--- src/rtl/rr_priority_encoder.sv ---
// Round-robin 8-to-3 priority encoder: sticky pending event bits are granted one
// at a time as an encoded line index on a valid/ready output port.
module rr_priority_encoder #(
  parameter int N = 8,
  parameter int W = 3
) (
  input  logic         clk,
  input  logic         rst_n,
  input  logic [N-1:0] req,
  output logic [W-1:0] out_code,
  output logic         out_valid,
  input  logic         out_ready,
  output logic [N-1:0] pending,
  output logic         ovf
);

  localparam logic [0:0] IDLE = 1'b0;
  localparam logic [0:0] HOLD = 1'b1;

  logic [0:0]   state;
  logic [W-1:0] ptr;

  logic         handshake;
  logic [N-1:0] clr;
  logic [N-1:0] drop;
  logic [N-1:0] pending_nxt;
  logic [N-1:0] rot;
  logic [W-1:0] base;
  logic [W-1:0] off;
  logic [W-1:0] sel;
  logic [W-1:0] idx;
  logic         found;

  assign out_valid = (state == HOLD);

  // NOTE: every combinational output gets a default first so no path infers a latch.
  always_comb begin
    handshake   = out_valid && out_ready;
    clr         = '0;
    if (handshake) clr[out_code] = 1'b1;
    drop        = req & pending & ~clr;
    pending_nxt = (pending & ~clr) | req;

    // A handshake moves the scan start past the granted line in the same cycle.
    base = handshake ? out_code + W'(1) : ptr;

    // Rotate the candidates so the scan start sits at bit 0, then take the lowest.
    rot = '0;
    idx = '0;
    for (int i = 0; i < N; i++) begin
      idx    = base + W'(i);
      rot[i] = pending_nxt[idx];
    end

    off   = '0;
    found = 1'b0;
    for (int i = 0; i < N; i++) begin
      if (!found && rot[i]) begin
        off   = W'(i);
        found = 1'b1;
      end
    end
    sel = base + off;
  end

  // NOTE: sequential state uses non-blocking assignments so all registers update together.
  always_ff @(posedge clk or negedge rst_n) begin
    if (!rst_n) begin
      state    <= IDLE;
      ptr      <= '0;
      out_code <= '0;
      pending  <= '0;
      ovf      <= 1'b0;
    end else begin
      pending <= pending_nxt;
      ovf     <= |drop;
      case (state)
        IDLE: begin
          if (|pending_nxt) begin
            out_code <= sel;
            state    <= HOLD;
          end
        end
        HOLD: begin
          if (handshake) begin
            ptr <= out_code + W'(1);
            if (|pending_nxt) out_code <= sel;
            else              state    <= IDLE;
          end
        end
        default: state <= IDLE;
      endcase
    end
  end

endmodule

--- config.mk ---
export PLATFORM = sky130hd
export DESIGN_NAME = rr_priority_encoder
export DESIGN_NICKNAME = d
export VERILOG_FILES = /design/src/rtl/rr_priority_encoder.sv
export SDC_FILE = /design/constraint.sdc
export NUM_CORES = 1
export LEC_CHECK = 0
export ABC_AREA = 1
export ABC_CLOCK_PERIOD_IN_PS = 4950
export CAP_MARGIN = 20
export CELL_PAD_IN_SITES_DETAIL_PLACEMENT = 0
export CELL_PAD_IN_SITES_GLOBAL_PLACEMENT = 2
export CORE_UTILIZATION = 27
export DETAILED_ROUTE_END_ITERATION = 16
export HOLD_SLACK_MARGIN = 0.03
export PLACE_DENSITY = 0.82
export SYNTH_ARGS = -nofsm -noshare
export SYNTH_HDL_FRONTEND = slang
export SYNTH_SLANG_ARGS = --single-unit
--- constraint.sdc ---
create_clock -name clk -period 4.95 [get_ports clk]
set_clock_uncertainty 0.15 [all_clocks]
set_input_delay 0.99 -clock clk [delete_from_list [all_inputs] [get_ports clk]]
set_output_delay 0.99 -clock clk [all_outputs]
set_load 0.05 [all_outputs]
Word level (Yosys, flattened, before mapping). Cells that the tools add are included.

Logic and storage cells: 89. Output and inout bits: 13. Bits in registers: 16.

Equal/unequal tests: 1. Add/subtract/negate cells: 9. Reduce and logical (&&, ||, !) cells: 18. Order comparisons: 10. Bitwise logic cells: 6. Muxes and demuxes: 40.

Operators by type and width (number): less-than comparator 3 x 4 -> 1 bit (second input constant) (9); AND 8 bit (3); binary-select mux 1 bit (select 3 bit) (8); 2-to-1 mux 3 bit (8); 2-to-1 mux 1 bit (19); OR reduction 8 bit (2); adder 3 bit (second input constant) (4); logical AND 1 bit (9); 2-to-1 mux 8 bit (1); inverter 8 bit (1); OR 8 bit (1); zero test 1 bit (7); adder 3 x 1 -> 3 bit (second input constant) (2); adder 3 x 2 -> 3 bit (second input constant) (2); case mux 3 bit (2 select lines) (1); adder 3 bit (1); demux 1 bit (select 3 bit) (1); >= comparator 3 x 1 -> 1 bit (second input constant) (1); 2-to-1 mux 2 bit (1); inequality test 2 x 1 -> 1 bit (second input constant) (1); case mux 1 bit (2 select lines) (1); inverter 1 bit (1).

Depth between registers and ports, before layout. Gate-level depths: netlist of the first run.

Depth after elaboration: 36. Depth in mapped cells: 24. Gate-level depth less buffers: 24.

Least setup slack after synthesis of the first run. OpenSTA, ideal clock, no wires.

Path type: input to register. Start point: in out_ready. End point: reg out_code[2]. Path slack: 1.189 ns. Path buffers: 0. Arrival: 3.545 ns. Stages on the path: 22. Cells stage by stage: nand2_4 -> o21ai_4 -> inv_2 -> ha_1 -> inv_1 -> nand3_1 -> nand2_1 -> nand2_1 -> nand2_2 -> nor2_4 -> nand2_2 -> nor2_4 -> nand3_2 -> o211ai_1 -> ha_1 -> fa_1 -> inv_1 -> xor2_1 -> inv_1 -> nand4_1 -> nand3_1 -> nand2_1.

Elaborated cells on any way between the ends: 63. Classes of those cells: add/sub: 8; eq/ne: 1; mux: 35; bitwise: 3; reduce/logical: 16.

RTL lines: start, declared (line 12) `input logic out_ready,`; logical AND 1 bit * (line 38) `handshake = out_valid && out_ready;`; 2-to-1 mux 3 bit *; via base[1] (line 28) `logic [W-1:0] base;`; branches (longest 24 deep; another with adder 3 x 1 -> 3 bit); adder 3 bit * (line 63) `sel = base + off;`; 2-to-1 mux 3 bit * (line 79, 87); 2-to-1 mux 3 bit (line 85) `if (handshake) begin`; case mux 3 bit (2 select lines) * (line 77) `case (state)`; end signal, assigned (line 80) `out_code <= sel;`; end signal, assigned (line 87) `if (|pending_nxt) out_code <= sel;`; end, declared (line 10) `output logic [W-1:0] out_code,`.

Mark *: on every way through the listed nets, which the timed path passes. The select of a mux whose other input is x is not followed. A chain may end at the register's enable or synchronous reset.

Worst setup path in the final report of the first run. Same ends and word-level chain as after synthesis.

==> summary.md, run 1 <==
| Metric | Value |
|---|---|
| CORE AREA | 5473 µm² |
| Port Buf Inserts | 23 |
| Worst slack, placed | about 0.32 ns |
| Worst setup EP type | flop |
| Asr flop ratio synth | 100.0% |
| Synth warn | 0 |
| ANT cells | 0 |
| Rows | 27 |
| CTS tree | done |
| Area of the mapped netlist | around 1500 µm² |
| CP Cell Sequence | clkdlybuf4s50_1 > nand2_4 > nand2_1 > o21ai_4 > inv_2 > ha_1 > inv_1 > nand3_1 > nand2_1 > o21ai_0 > nor2_1 > nand3_2 > o211ai_1 > ha_1 > fa_1 > inv_1 > xor2_1 > inv_1 > nand4_1 > nand3_1 > nand2_1 |
| Clock Path Buffers | 2 |
| Endpoints failing hold | 0 |
| Commonest non-fill, non-tap cells in the layout | nand2_1, nand3_1, inv_1 |
| Post-route cell area | 1917 µm² |
| Share of layout cells above drive strength 1 | about 14% |
| Max-cap check violation count | 0 |
| Max Slew Vio Count | 0 |
| Synth Net Count | about 240 |
| Worst min-delay path class | reg -> reg |
| Peak supply drop | 0.0002169 V |
| Final wirelength | 4.465 mm |
| WL per Instance | around 14 µm |
| FF+latch count, synth | 16 |
| CTS resizes | 0 |
| Die ar. | 5972 µm² |
| Post-Syn Instances | around 230 |
| Required time worst endpoint | roughly 5.0 ns |
| Finished Core Util | 35.03% |
| Vias in the first global route | approximately 1500 |
| First-pass iteration count of the detailed router | 4 |
| HPWL after detailed placement | between 3 and 4 mm |
| Slew @ Worst Pin | about 0.74 ns |
| CP Class | in -> reg |
| Syn avg cell area | 6.711 µm² |
| Initial Utilization | 27.96% |
| Worst endpoint data arrival time | between 4 and 5 ns |
| Post-layout min period | approximately 4.3 ns |
| Tot Pwr | around 1400 µW |
| Sequential fraction of the synthesis area | approximately a quarter |
| Startpoint types | input port |
| Placed Area | about 1900 µm² |
| Via count | approximately 1600 |
| Setup TNS | 0 ns |
| Routability congestion estimate | around 0.84 |
| Fin crit share | roughly 87% |
| Clock latency on the worst-skew pair | ~0.25 ns |
| Commonest non-fill, non-tap cell in the layout | nand2_1 |
| Antenna Nets Post-Route | 0 |
| H-tree levels | 1 |
| Register area | ~400 µm² |
| DRC errors left | 0 |
| Post-CTS Setup Inserts | 0 |
| Number of synthesized flops with an enable pin | 0 |
| Lkg Pwr | ~0.00091 µW |
| Largest net degree at the start of global routing | 17 |
| Filler cells | around 630 |
| Post-synthesis cell type count | 27 |
| First-pass GRT wire length | approximately 7.5 mm |
| Status | finished, final reports clean |
| Most used DFF post-synth | dfrtp_1 |
| Worst path slowest cell | clkdlybuf4s50_1 |
| Num Clock Sinks | 16 |
| Vias per Instance | between 4 and 5 |
| Clk root buf | clkbuf_8 |
| Clock buffer count from CTS | 3 |
| Area taken by multi-input logic gates | around 1000 µm² |
| Total Routing Usage GR | 16.17% |
| Rel. slew slack | between 50% and 60% |
| GR Overflow Total | 0 |
| Peak Freq | between 200 and 250 MHz |
| Hold_buf cts | 0 |
| Setup ws final | 0.6531 ns |
| CP max FO | 9 |
| Cell Pwr Density | between 700 and 800 nW/µm² |
| Initial antenna violation count | 0 |
| Die Y | between 70 and 80 µm |
| Final setup viols | 0 |
| P&R area growth vs syn | 25.27% |
| Fin nets | 274 |
| Iter 0 DRT Violations | 64 |
| Max stage delay on crit path | ~0.50 ns |
| Io pins | 24 |
| Die Wd | ~77 µm |
| RSZ-0062 raised after global routing | false |
| Reg clk slew, reported paths | approximately 0.07 ns |
synth_stat cells (2+ instances only):
library cell / count / area [µm²]
dfrtp_1: 16 / 400.4
nand2_2: 6 / 37.54
nand3_1: 49 / 245.2
o22ai_1: 3 / 18.77
o21bai_1: 2 / 15.01
nand3_2: 9 / 90.09
inv_2: 5 / 18.77
o211ai_1: 6 / 45.04
inv_1: 30 / 112.6
nor2_1: 7 / 26.28
o21ai_0: 6 / 30.03
nand2_4: 2 / 22.52
o21ai_2: 2 / 17.52
ha_1: 4 / 50.05
nand4_1: 4 / 25.02
nand2_1: 64 / 240.2
nor2_4: 3 / 33.78
path summary, 6_finish.rpt:
path | from | end | slack, ns | cells after the start
max | out_ready | out_code[2] | 0.65 | 21
min | ptr[1] | ptr[1] | 0.39 | 2
min in group asynchronous | rst_n | ptr[0] | 1.03 | 1
min reg2reg | ptr[1] | ptr[1] | 0.39 | 2
max reg2reg | out_code[0] | out_code[2] | 1.26 | 20
max in group asynchronous | rst_n | pending[6] | 3.16 | 1
layout make-up:
type                            count  area share [%]
Clock buffer                        4           2.872
Tap cell                           72           4.700
Sequential cell                    16           20.89
Multi-Input combinational cell    176           51.50
Timing Repair Buffer               26           13.19
Inverter                           35           6.854
flip-flops by register name, indices dropped and copies added (netlist names):
| signal | cells |
|---|---|
| out_code | 3 |
| out_valid | 1 |
| ovf | 1 |
| pending | 8 |
| ptr | 3 |
stage by stage:
stage	hold WS, ns	instances
2_1_floorplan	0.3484	228
3_3_place_gp	0.3744	325
3_5_place_dp	0.3769	325
4_1_cts	0.3936	329
5_1_grt	0.4341	329
6_report	0.3866	329
logic make-up (layout without fill, tap and decap cells):
group / count (synthesis) / in the layout / synth area share (%)
simple gates: 147 / 147 / 48.57
buf+inv: 36 / 65 / 9.322
compound gates: 22 / 22 / 10.22
flops: 16 / 16 / 26.16
fa+ha+maj: 5 / 5 / 4.579
xor+xnor: 2 / 2 / 1.145
worst max-delay path, delay by kind of cell:
kind	cells	cell delay [ns]
xor+xnor	1	0.17
compound gates	3	0.49
simple gates	9	0.90
buf+inv	5	0.85
fa+ha+maj	3	0.93
layer usage:
layer  share of wire, %  track usage (%)
met1                 51            23.41
met5                  0                0
met3                3.0            2.976
met4                  0            2.264
met2                 46            25.22
power by group:
group          leakage, µW  switching (µW)  internal [µW]
clock            0.0000288            46.2           70.6
combinational     0.000720             696            334
sequential        0.000162            38.2            167
total             0.000910             781            572
Power figures use the tool's default switching activity.
==> inputs of run 2 (changes only) <==
--- a/config.mk
+++ b/config.mk
@@ -14,6 +14,7 @@
 export DETAILED_ROUTE_END_ITERATION = 16
 export HOLD_SLACK_MARGIN = 0.03
 export PLACE_DENSITY = 0.82
+export SLEW_MARGIN = 20
 export SYNTH_ARGS = -nofsm -noshare
 export SYNTH_HDL_FRONTEND = slang
 export SYNTH_SLANG_ARGS = --single-unit
==> results of run 2 <==
Final layout, timing and power as in run 1 (identical DEF).
